===== config.mk =====
export PLATFORM = sky130hd
export DESIGN_NAME = offchip_tx_serializer
export DESIGN_NICKNAME = d
export VERILOG_FILES = /design/src/rtl/offchip_pkg.sv /design/src/rtl/offchip_word_fifo.sv /design/src/rtl/offchip_tx_serializer.sv
export SDC_FILE = /design/constraint.sdc
export NUM_CORES = 1
export LEC_CHECK = 0
export ABC_AREA = 1
export CORE_ASPECT_RATIO = 1.1
export CORE_MARGIN = 1
export CORE_UTILIZATION = 63
export CTS_CLUSTER_SIZE = 16
export DETAILED_ROUTE_END_ITERATION = 6
export PLACE_DENSITY_LB_ADDON = 0.3
export SLEW_MARGIN = 20
export SYNTH_ARGS = -nofsm -noshare
export SYNTH_HDL_FRONTEND = slang
export SYNTH_SLANG_ARGS = --single-unit

===== constraint.sdc =====
create_clock -name clk -period 6.8 [get_ports clk]
set_input_delay 1.36 -clock clk [delete_from_list [all_inputs] [get_ports clk]]
set_output_delay 1.36 -clock clk [all_outputs]
set_load 0.1 [all_outputs]

===== src/rtl/offchip_pkg.sv =====
// rtl/offchip_pkg.sv - shared widths, beat math and FSM state type for the off-chip TX serializer
package offchip_pkg;

    localparam int DATA_W_DEF = 64;
    localparam int LINK_W_DEF = 16;
    localparam int BEATS_DEF  = DATA_W_DEF / LINK_W_DEF;

    // A beat index needs at least one bit even when a word is a single beat.
    function automatic int beat_idx_w(input int beats);
        return (beats > 1) ? $clog2(beats) : 1;
    endfunction

    localparam int BEAT_IDX_W = beat_idx_w(BEATS_DEF);

    typedef enum logic {
        IDLE = 1'b0,
        SEND = 1'b1
    } tx_state_t;

endpackage


===== src/rtl/offchip_word_fifo.sv =====
// rtl/offchip_word_fifo.sv - synchronous word FIFO with occupancy count and full/empty flags
//
// Ports:
//   clk, rst      clock, asynchronous active-high reset
//   i_push/i_data write one word (ignored when full)
//   i_pop         drop the head word (ignored when empty)
//   o_data        head word, valid while !o_empty
//   o_count       number of stored words
//   o_full        o_count == DEPTH
//   o_empty       o_count == 0
module offchip_word_fifo #(
    parameter int W     = 64,
    parameter int DEPTH = 4
) (
    input  logic                       clk,
    input  logic                       rst,
    input  logic                       i_push,
    input  logic [W-1:0]               i_data,
    input  logic                       i_pop,
    output logic [W-1:0]               o_data,
    output logic [$clog2(DEPTH):0]     o_count,
    output logic                       o_full,
    output logic                       o_empty
);

    localparam int PTR_W = $clog2(DEPTH);

    logic [W-1:0]       r_mem [DEPTH];
    logic [PTR_W-1:0]   r_wr_ptr;
    logic [PTR_W-1:0]   r_rd_ptr;
    logic [PTR_W:0]     r_count;
    logic               w_do_push;
    logic               w_do_pop;

    assign o_full    = (r_count == (PTR_W+1)'(DEPTH));
    assign o_empty   = (r_count == '0);
    assign o_count   = r_count;
    assign o_data    = r_mem[r_rd_ptr];
    assign w_do_push = i_push && !o_full;
    assign w_do_pop  = i_pop && !o_empty;

    // Storage carries no reset; only pointers and count define validity.
    always_ff @(posedge clk) begin
        if (w_do_push) begin
            r_mem[r_wr_ptr] <= i_data;
        end
    end

    // DEPTH is a power of two, so pointers wrap by natural overflow.
    always_ff @(posedge clk or posedge rst) begin
        if (rst) begin
            r_wr_ptr <= '0;
            r_rd_ptr <= '0;
            r_count  <= '0;
        end else begin
            if (w_do_push) begin
                r_wr_ptr <= r_wr_ptr + 1'b1;
            end
            if (w_do_pop) begin
                r_rd_ptr <= r_rd_ptr + 1'b1;
            end
            case ({w_do_push, w_do_pop})
                2'b10:   r_count <= r_count + 1'b1;
                2'b01:   r_count <= r_count - 1'b1;
                default: r_count <= r_count;
            endcase
        end
    end

endmodule


===== src/rtl/offchip_tx_serializer.sv =====
// rtl/offchip_tx_serializer.sv - buffers 64-bit words and serializes them LSB-first onto a narrow off-chip link
//
// Optional feature macro: OFFCHIP_PARITY_EN (adds link_parity, even parity of link_data).
//
// Ports:
//   clk, rst     clock, asynchronous active-high reset
//   valid_in     upstream word valid
//   data_in      upstream word
//   ready_out    upstream may transfer (FIFO not full, low in reset)
//   link_valid   beat valid on the link
//   link_data    current beat (low LINK_W bits of the shift register)
//   link_last    final beat of the current word
//   link_ready   link sink accepts the beat
//   words_sent   count of completely transmitted words, wraps
//   link_parity  (OFFCHIP_PARITY_EN only) ^link_data
module offchip_tx_serializer
    import offchip_pkg::*;
#(
    parameter int DATA_W     = DATA_W_DEF,
    parameter int LINK_W     = LINK_W_DEF,
    parameter int FIFO_DEPTH = 4,
    parameter int CNT_W      = 16
) (
    input  logic                clk,
    input  logic                rst,
    input  logic                valid_in,
    input  logic [DATA_W-1:0]   data_in,
    output logic                ready_out,
    output logic                link_valid,
    output logic [LINK_W-1:0]   link_data,
    output logic                link_last,
    input  logic                link_ready,
    output logic [CNT_W-1:0]    words_sent
`ifdef OFFCHIP_PARITY_EN
    ,
    output logic                link_parity
`endif
);

    localparam int BEATS = DATA_W / LINK_W;
    localparam int IDX_W = beat_idx_w(BEATS);

    tx_state_t              r_state;
    tx_state_t              w_state_nxt;
    logic [DATA_W-1:0]      r_shift;
    logic [IDX_W-1:0]       r_beat_idx;
    logic [CNT_W-1:0]       r_words_sent;

    logic                   w_push;
    logic                   w_pop;
    logic [DATA_W-1:0]      w_fifo_data;
    logic [$clog2(FIFO_DEPTH):0] w_fifo_count;
    logic                   w_full;
    logic                   w_empty;
    logic                   w_sending;
    logic                   w_last_beat;
    logic                   w_beat_xfer;

    offchip_word_fifo #(
        .W     (DATA_W),
        .DEPTH (FIFO_DEPTH)
    ) u_fifo (
        .clk     (clk),
        .rst     (rst),
        .i_push  (w_push),
        .i_data  (data_in),
        .i_pop   (w_pop),
        .o_data  (w_fifo_data),
        .o_count (w_fifo_count),
        .o_full  (w_full),
        .o_empty (w_empty)
    );

    // Depends only on stored occupancy, never on this cycle's pop, so a full
    // FIFO keeps upstream stalled for a cycle even while a word leaves.
    assign ready_out   = !rst && !w_full;
    assign w_push      = valid_in && ready_out;

    assign w_sending   = (r_state == SEND);
    assign w_last_beat = (r_beat_idx == IDX_W'(BEATS - 1));
    assign w_beat_xfer = w_sending && link_ready;

    always_ff @(posedge clk or posedge rst) begin
        if (rst) begin
            r_state <= IDLE;
        end else begin
            r_state <= w_state_nxt;
        end
    end

    // A word's last beat and the next word's load share one edge, so
    // back-to-back words leave no idle cycle on the link.
    always_comb begin
        w_state_nxt = r_state;
        w_pop       = 1'b0;
        case (r_state)
            IDLE: begin
                if (!w_empty) begin
                    w_pop       = 1'b1;
                    w_state_nxt = SEND;
                end
            end
            SEND: begin
                if (link_ready && w_last_beat) begin
                    if (!w_empty) begin
                        w_pop = 1'b1;
                    end else begin
                        w_state_nxt = IDLE;
                    end
                end
            end
            default: w_state_nxt = IDLE;
        endcase
    end

    always_ff @(posedge clk or posedge rst) begin
        if (rst) begin
            r_shift    <= '0;
            r_beat_idx <= '0;
        end else if (w_pop) begin
            r_shift    <= w_fifo_data;
            r_beat_idx <= '0;
        end else if (w_beat_xfer && !w_last_beat) begin
            r_shift    <= r_shift >> LINK_W;
            r_beat_idx <= r_beat_idx + 1'b1;
        end
    end

    always_ff @(posedge clk or posedge rst) begin
        if (rst) begin
            r_words_sent <= '0;
        end else if (w_beat_xfer && w_last_beat) begin
            r_words_sent <= r_words_sent + 1'b1;
        end
    end

    assign link_valid = w_sending;
    assign link_data  = w_sending ? r_shift[LINK_W-1:0] : '0;
    assign link_last  = w_sending && w_last_beat;
    assign words_sent = r_words_sent;

`ifdef OFFCHIP_PARITY_EN
    assign link_parity = ^link_data;
`endif

endmodule

==> results of run 1 <==
==> layout by cell type (no fill, tap or decap), drive strengths merged <==
master / n
inv: 42
bufinv: 1
a21boi: 1
edfxtp: 256
nand3: 56
clkinvlp: 2
nand4: 3
nor3: 2
a21oi: 3
o22ai: 16
buf: 11
clkbuf: 45
nand3b: 2
o21ai: 162
o21bai: 1
nor2: 216
xnor2: 3
clkdlybuf4s50: 102
dfrtp: 90
clkinv: 15
nand2: 260
xor2: 11
a31oi: 1
ha: 7
fa: 1
==> worst paths after layout <==
kind	cells after the start	startpoint	end	slack (ns)
worst min register to register	2	r_shift[36]	r_shift[36]	0.48
max in group asynchronous	3	rst	u_fifo.r_rd_ptr[0]	4.38
worst min-delay path	2	r_shift[36]	r_shift[36]	0.48
min in group asynchronous	2	rst	u_fifo.o_count[1]	1.20
worst max-delay path	3	rst	ready_out	2.34
worst max register to register	5	u_fifo.o_count[1]	u_fifo.r_mem[1][53]	3.78
==> power groups by stage <==
stage          logic, mW  registers (mW)  clock network, mW
3_5_place_dp        2.08            2.91                  0
6_report            2.10            2.88               1.80
3_3_place_gp        2.02            2.90                  0
5_1_grt             2.30            2.91               1.90
2_1_floorplan       1.52            2.87                  0
4_1_cts             2.10            2.87               1.82
==> worst max-delay path: cells and delay by family <==
kind / cells / cell delay (ns)
buffers and inverters: 2 / 1.59
AO/OA/AOI/OAI: 1 / 0.15
==> final cells by class <==
| class | instances | area share |
|---|---|---|
| Clock inverter | 17 | 0.00680 |
| Multi-Input combinational cell | 745 | 0.210 |
| Tap cell | 290 | 0.0227 |
| Clock buffer | 45 | 0.0604 |
| Inverter | 43 | 0.0102 |
| Timing Repair Buffer | 113 | 0.0690 |
| Sequential cell | 346 | 0.621 |
==> stage by stage <==
| step | TNS [ns] | std cells | power [mW] | area (um2) | worst slack [ns] |
|---|---|---|---|---|---|
| after detailed placement | 0 | 1537 | 4.99 | 14900 | 2.04 |
| after floorplan | -114.58 | 1196 | 4.40 | 13700 | -0.448 |
| after global routing | 0 | 1599 | 7.12 | 16000 | 2.31 |
| after global placement | 0 | 1537 | 4.91 | 14900 | 2.05 |
| final | 0 | 1599 | 6.77 | 16000 | 2.34 |
| after CTS | 0 | 1599 | 6.79 | 16000 | 2.33 |
==> state kept, by name, indices dropped and copies added (netlist names) <==
| name | cells |
|---|---|
| u_fifo.r_rd_ptr | 2 |
| words_sent | 16 |
| u_fifo.r_wr_ptr | 2 |
| u_fifo.r_mem | 256 |
| u_fifo.o_count | 3 |
| r_beat_idx | 2 |
| r_shift | 64 |
| link_valid | 1 |
==> routing by layer <==
metal | wire length, um | track usage | up-vias
li1 | - | - | 4245
met1 | 11300 | 0.346 | 4348
met2 | 14900 | 0.465 | 392
met3 | 1830 | 0.0407 | 59
met4 | 772 | 0.0932 | 0
met5 | 0 | 0 | -
==> cell families after synthesis <==
kind of cell	share of synthesized area
adder cells (fa/ha/maj)	0.00786
AND/OR/NAND/NOR	0.156
AO/OA/AOI/OAI	0.0692
flip-flops	0.726
buffers and inverters	0.0317
XOR/XNOR	0.00896
==> flow_summary.yaml, run 1 <==
timing:
  final_hold_viol_count: 0
  worst_pin_slew_ns: 0.984
  maxSlewViolCount: 0
  finalSetupViolCount: 0
  max_slew_margin: 0.342
  grt_setup_unrepaired: "false"
  hold_ws_ns: 0.481
  min_period_ns: 4.46
  period_share: 0.656
  timing.fmax_mhz: 224
  final.setup_skew_ns: 0.0155
pwr:
  p_comb_frac: 0.309
  sw_frac_of_total: 0.372
  leakagePower_nw: 6.16
  p_per_area_nw_per_um2: 423
  clockPowerShare: 0.265
  p_switching_mw: 2.52
  internal_power_mw: 4.26
  seqPwrFrac: 0.425
  ir_worst_vdd_mv: 0.327
synth:
  synth.cell_area_um2: 13700
  ys.warnings.count: 0
  synth_nets: 1272
  synth-seq-area-share: 0.726
  synth_edf_count: 256
  ys.flop_type: "edfxtp_1"
  synth_cell_types: 28
  avgSynthCellArea_um2: 11.4
  synth_commonest_cells: "nand2_1, edfxtp_1, nor2_1"
  synth_async_sr_flop_share: 0.260
  synth_area_leaders: "edfxtp_1, dfrtp_1, nand2_1"
  synth-seq-cells: 346
  yosysMostFrequentCell: "nand2_1"
  synth_top_area_share: 0.562
  synth_top_cell_by_area: "edfxtp_1"
  synth_cells: 1196
clocking:
  clk_pin_slew_ns: 0.06
  cts_inserted_buffers: 34
  postCtsHoldBufs: 0
  htreeDepth: 2
  clock_latency_ns: 0.51
  cts.sinks: 346
  post_cts_resized: 0
  cts_root_buffer: "clkbuf_16"
  clk_path_buf_depth: 3
  post_cts_buffers: 0
  cts_tree: "done"
worst_setup_path:
  crit_type: "input pin to output pin"
  crit_top_cell: "clkdlybuf4s50_1"
  cp-start-kind: "input pin"
  cp_data_arrival_time_ns: 3.10
  cp.required_ns: 5.44
  max_stage_delay_ns: 1.15
  end_kind: "output pin"
  path_max_fanout: 2
  path_cells: "clkdlybuf4s50_1, a31oi_1, clkdlybuf4s50_1"
  cp_slowest_cell: "clkdlybuf4s50_1"
detailed_routing:
  ant_nets: 0
  vias: 9044
  via_per_inst: 5.66
  drt-wirelength-per-cell_um: 18.1
  drtPass1Iterations: 5
  first_iter_violations: 952
  drc_errors: 0
  wl_mm: 28.9
die:
  start_util: 0.643
  die_y_um: 157
  die-width_um: 143
  core_area_um2: 21300
  dieArea_um2: 22300
  ios: 103
  row_count: 56
finish:
  n_antenna_cell: 0
  nNetsFinal: 1359
  ff_latch_area_um2: 9940
  final_core_util: 0.751
  fillCellCount: 1360
  drive_above_1_share: 0.0588
  area_growth_pct: 16.9
  multi_input_area_um2: 3360
placed_design:
  dp_hpwl_mm: 17.1
  numPortBuffers: 102
  gp_congestion: 0.805
grt:
  grt_pass1_vias: 8761
  track_usage: 0.268
  overflow: 0
  grt_max_degree: 93
  antenna_found_initial: 0
  grt_pass1_wl_mm: 45.3
hold_path:
  hold_class: "flip-flop to flip-flop"
flow_run:
  drv_cap: 0
status:
  run_status: "completed"
Power figures use the tool's default switching activity.
==> inputs of run 2 (changes only) <==
--- a/config.mk
+++ b/config.mk
@@ -8,7 +8,7 @@
 export ABC_AREA = 1
 export CORE_ASPECT_RATIO = 1.1
 export CORE_MARGIN = 1
-export CORE_UTILIZATION = 63
+export CORE_UTILIZATION = 58
 export CTS_CLUSTER_SIZE = 16
 export DETAILED_ROUTE_END_ITERATION = 6
 export PLACE_DENSITY_LB_ADDON = 0.3
==> constraint.sdc (replaced) <==
create_clock -name clk -period 4.6 [get_ports clk]
set_input_delay 0.92 -clock clk [delete_from_list [all_inputs] [get_ports clk]]
set_output_delay 0.92 -clock clk [all_outputs]
set_load 0.1 [all_outputs]
==> flow_summary.yaml, run 2 (synthesis results as in run 1) <==
clocking:
  cts_tree: "done"
  clk_path_buf_depth: 3
  post_cts_buffers: 0
  cts.sinks: 346
  clock_latency_ns: 0.52
  postCtsHoldBufs: 0
  cts_inserted_buffers: 35
  htreeDepth: 2
  cts_root_buffer: "clkbuf_16"
  clk_pin_slew_ns: 0.06
  post_cts_resized: 0
worst_setup_path:
  cp_slowest_cell: "clkdlybuf4s50_1"
  cp-start-kind: "flip-flop"
  path_cells: "nand2_1, inv_1, clkdlybuf4s50_1"
  end_kind: "output pin"
  max_stage_delay_ns: 1.12
  crit_type: "flip-flop to output pin"
  cp_data_arrival_time_ns: 2.55
  cp.required_ns: 3.68
  path_max_fanout: 21
  r2r_slack_ns: 2.19
detailed_routing:
  met3_length_mm: 1.36
  wl_mm: 28.4
  first_iter_violations: 860
  vias: 8887
  drc_errors: 0
  ant_nets: 0
  drt-met1-wl_mm: 11.9
  via_per_inst: 5.50
  wl_met2_mm: 14.5
  drtPass1Iterations: 7
  drt-wirelength-per-cell_um: 17.6
  topRoutingLayerUsed: "met4"
placed_design:
  numPortBuffers: 102
  dp_hpwl_mm: 16.7
  gp_congestion: 0.832
timing:
  worst_pin_slew_ns: 0.986
  max_slew_margin: 0.341
  final_hold_viol_count: 0
  period_share: 0.754
  timing.fmax_mhz: 288
  finalSetupViolCount: 0
  grt_setup_unrepaired: "false"
  maxSlewViolCount: 0
  tns_ns: 0
  min_period_ns: 3.47
  final.setup_skew_ns: 0.0177
finish:
  final_cell_mix: "nand2_1, edfxtp_1, nor2_1"
  largest_reg_flops: 256
  nNetsFinal: 1366
  area_growth_pct: 17.7
  drive_above_1_share: 0.0638
  mostFrequentLayoutCell: "nand2_1"
  top_register: "u_fifo.r_mem"
  n_antenna_cell: 0
grt:
  overflow: 0
  grt_pass1_vias: 8632
  grt_max_degree: 108
  track_usage: 0.244
  grt_pass1_wl_mm: 45.2
  antenna_found_initial: 0
die:
  dieArea_um2: 24200
  ios: 103
  start_util: 0.595
  die-width_um: 148
  core_area_um2: 23000
  row_count: 58
  die_y_um: 163
pwr:
  p_per_area_nw_per_um2: 623
  total_power_mw: 10.0
  ir_worst_vdd_mv: 0.387
  leakagePower_nw: 6.22
status:
  run_status: "completed"
hold_path:
  hold_class: "flip-flop to flip-flop"
flow_run:
  drv_cap: 0
==> run 2: power breakdown <==
part / internal (mW) / switching, mW / leakage [nW]
logic: 0.899 / 2.29 / 2.19
registers: 3.89 / 0.292 / 3.49
clock network: 1.53 / 1.14 / 0.538
==> run 2: worst paths after layout <==
check | start | to | cells past startpoint
max | link_valid | link_data[0] | 3
max in group asynchronous | rst | r_shift[28] | 3
max reg2reg | u_fifo.o_count[1] | u_fifo.r_mem[0][60] | 5
min in group asynchronous | rst | u_fifo.o_count[1] | 2
min | r_beat_idx[0] | r_beat_idx[0] | 1
min reg2reg | r_beat_idx[0] | r_beat_idx[0] | 1
==> run 2: routing by layer <==
layer | vias up | GRT usage
li1 | 4265 | -
met1 | 4303 | 0.322
met3 | 42 | 0.0321
met2 | 277 | 0.416
met4 | 0 | 0.0895
met5 | - | 0
==> run 2: area by class of cell <==
class,count,area (um2)
Sequential cell,346,9940
Fill cell,1545,6890
Multi-Input combinational cell,745,3360
Timing Repair Buffer,119,1190
Clock buffer,46,958
Tap cell,300,375
Inverter,43,165
Clock inverter,18,123
==> run 2: worst max-delay path: cells and delay by family, from the launching register on <==
| kind | cells | cell delay, ns |
|---|---|---|
| DFF | 1 | 0.71 |
| buffers and inverters | 2 | 1.20 |
| and+or+nand+nor | 1 | 0.12 |
==> run 2: per-stage QoR <==
stage	std cells	cell area (um2)	setup slack [ns]	util	hold slack, ns
final	1617	16100	1.13	0.701	0.482
after detailed placement	1552	15000	1.16	0.652	0.469
after global placement	1552	15000	1.19	0.652	0.462
after global routing	1617	16100	0.969	0.701	0.497
after CTS	1616	16100	1.10	0.699	0.479
after floorplan	1196	13700	0.328	-	0.449
==> inputs of run 3 (changes only) <==
==> constraint.sdc (replaced) <==
create_clock -name clk -period 3.53 [get_ports clk]
set_input_delay 0.706 -clock clk [delete_from_list [all_inputs] [get_ports clk]]
set_output_delay 0.706 -clock clk [all_outputs]
set_load 0.1 [all_outputs]
==> flow_summary.yaml, run 3 (synthesis results as in run 1) <==
timing:
  final_hold_viol_count: 0
  min_period_ns: 2.86
  finalSetupViolCount: 0
  tns_ns: 0
  layout_setup_ws_ns: 0.667
  maxSlewViolCount: 0
  max_slew_margin: 0.340
  final.setup_skew_ns: 0.0213
  timing.fmax_mhz: 349
  worst_pin_slew_ns: 0.987
  hold_ws_ns: 0.480
  grt_setup_unrepaired: "false"
  period_share: 0.811
worst_setup_path:
  path_max_fanout: 6
  critPathBufInv: 1
  crit_start: "words_sent[12]"
  critical_path.top_delay_family: "buffers and inverters"
  end_kind: "output pin"
  cp_data_arrival_time_ns: 2.16
  path_cells: "clkdlybuf4s50_1"
  reg2reg_from: "link_valid"
  cp.required_ns: 2.82
  max_stage_delay_ns: 1.19
  cp-start-kind: "flip-flop"
  cp_slowest_cell: "clkdlybuf4s50_1"
  crit_type: "flip-flop to output pin"
detailed_routing:
  drtPass1Iterations: 5
  met3_length_mm: 1.60
  first_iter_violations: 716
  via_per_inst: 5.50
  vias: 8883
  drt-wirelength-per-cell_um: 17.3
  wl_met2_mm: 14.3
  ant_nets: 0
  wl_mm: 27.9
  drc_errors: 0
  drt-met1-wl_mm: 11.3
  topRoutingLayerUsed: "met4"
clocking:
  cts_root_buffer: "clkbuf_16"
  post_cts_buffers: 0
  clk_pin_slew_ns: 0.06
  cts_inserted_buffers: 34
  post_cts_resized: 0
  cts.sinks: 346
  clock_latency_ns: 0.52
  htreeDepth: 2
  cts_tree: "done"
  postCtsHoldBufs: 0
  clk_path_buf_depth: 3
placed_design:
  place_area_um2: 15000
  numPortBuffers: 102
  gp_congestion: 0.865
  place_inst: 1554
  dp_hpwl_mm: 16.5
  place_ws_ns: 0.717
finish:
  largest_reg_flops: 256
  final_cell_mix: "nand2_1, edfxtp_1, nor2_1"
  area_growth_pct: 17.5
  n_antenna_cell: 0
  instances_no_fill: 1614
  final_core_util: 0.699
  drive_above_1_share: 0.0761
  mostFrequentLayoutCell: "nand2_1"
  final_area_um2: 16100
  nNetsFinal: 1366
  top_register: "u_fifo.r_mem"
die:
  die-width_um: 148
  ios: 103
  start_util: 0.595
  core_area_um2: 23000
  row_count: 58
  dieArea_um2: 24200
  die_y_um: 163
flow_run:
  drv_cap: 0
pwr:
  ir_worst_vdd_mv: 0.455
  leakagePower_nw: 6.23
  p_per_area_nw_per_um2: 816
  total_power_mw: 13.1
grt:
  grt_max_degree: 130
  overflow: 0
  grt_pass1_vias: 8717
  antenna_found_initial: 0
  track_usage: 0.241
  grt_pass1_wl_mm: 44.8
hold_path:
  hold_class: "input pin to asynchronous set/reset pin"
status:
  run_status: "completed"
run 3: final timing paths:
check | end | slack, ns | cells after the start
worst max-delay path | words_sent[12] | 0.67 | 1
worst min-delay path | u_fifo.o_count[2] | 0.48 | 2
worst max register to register | r_shift[23] | 1.20 | 8
worst min register to register | r_shift[48] | 0.48 | 2
max in group asynchronous | u_fifo.r_rd_ptr[0] | 2.05 | 3
min in group clk | r_shift[48] | 0.48 | 2
run 3: layer usage:
metal  up-vias  track usage
met5         -            0
met1      4293        0.316
met3        56       0.0397
li1       4249            -
met2       285        0.406
met4         0       0.0895
run 3: final cells by class:
type	instances	area, um2
flip-flops and latches	346	9940
clock inverters	13	141
well taps	300	375
multi-input cells	745	3360
fillers	1555	6920
inverters	43	165
repair buffers	120	1170
clock buffers	47	921
run 3: power breakdown:
part / switching (mW) / total, mW / internal, mW / leakage [nW]
Clock: 1.43 / 3.48 / 2.05 / 0.514
Sequential: 0.342 / 5.41 / 5.07 / 3.49
Combinational: 3.07 / 4.23 / 1.17 / 2.23
Total: 4.84 / 13.1 / 8.28 / 6.23
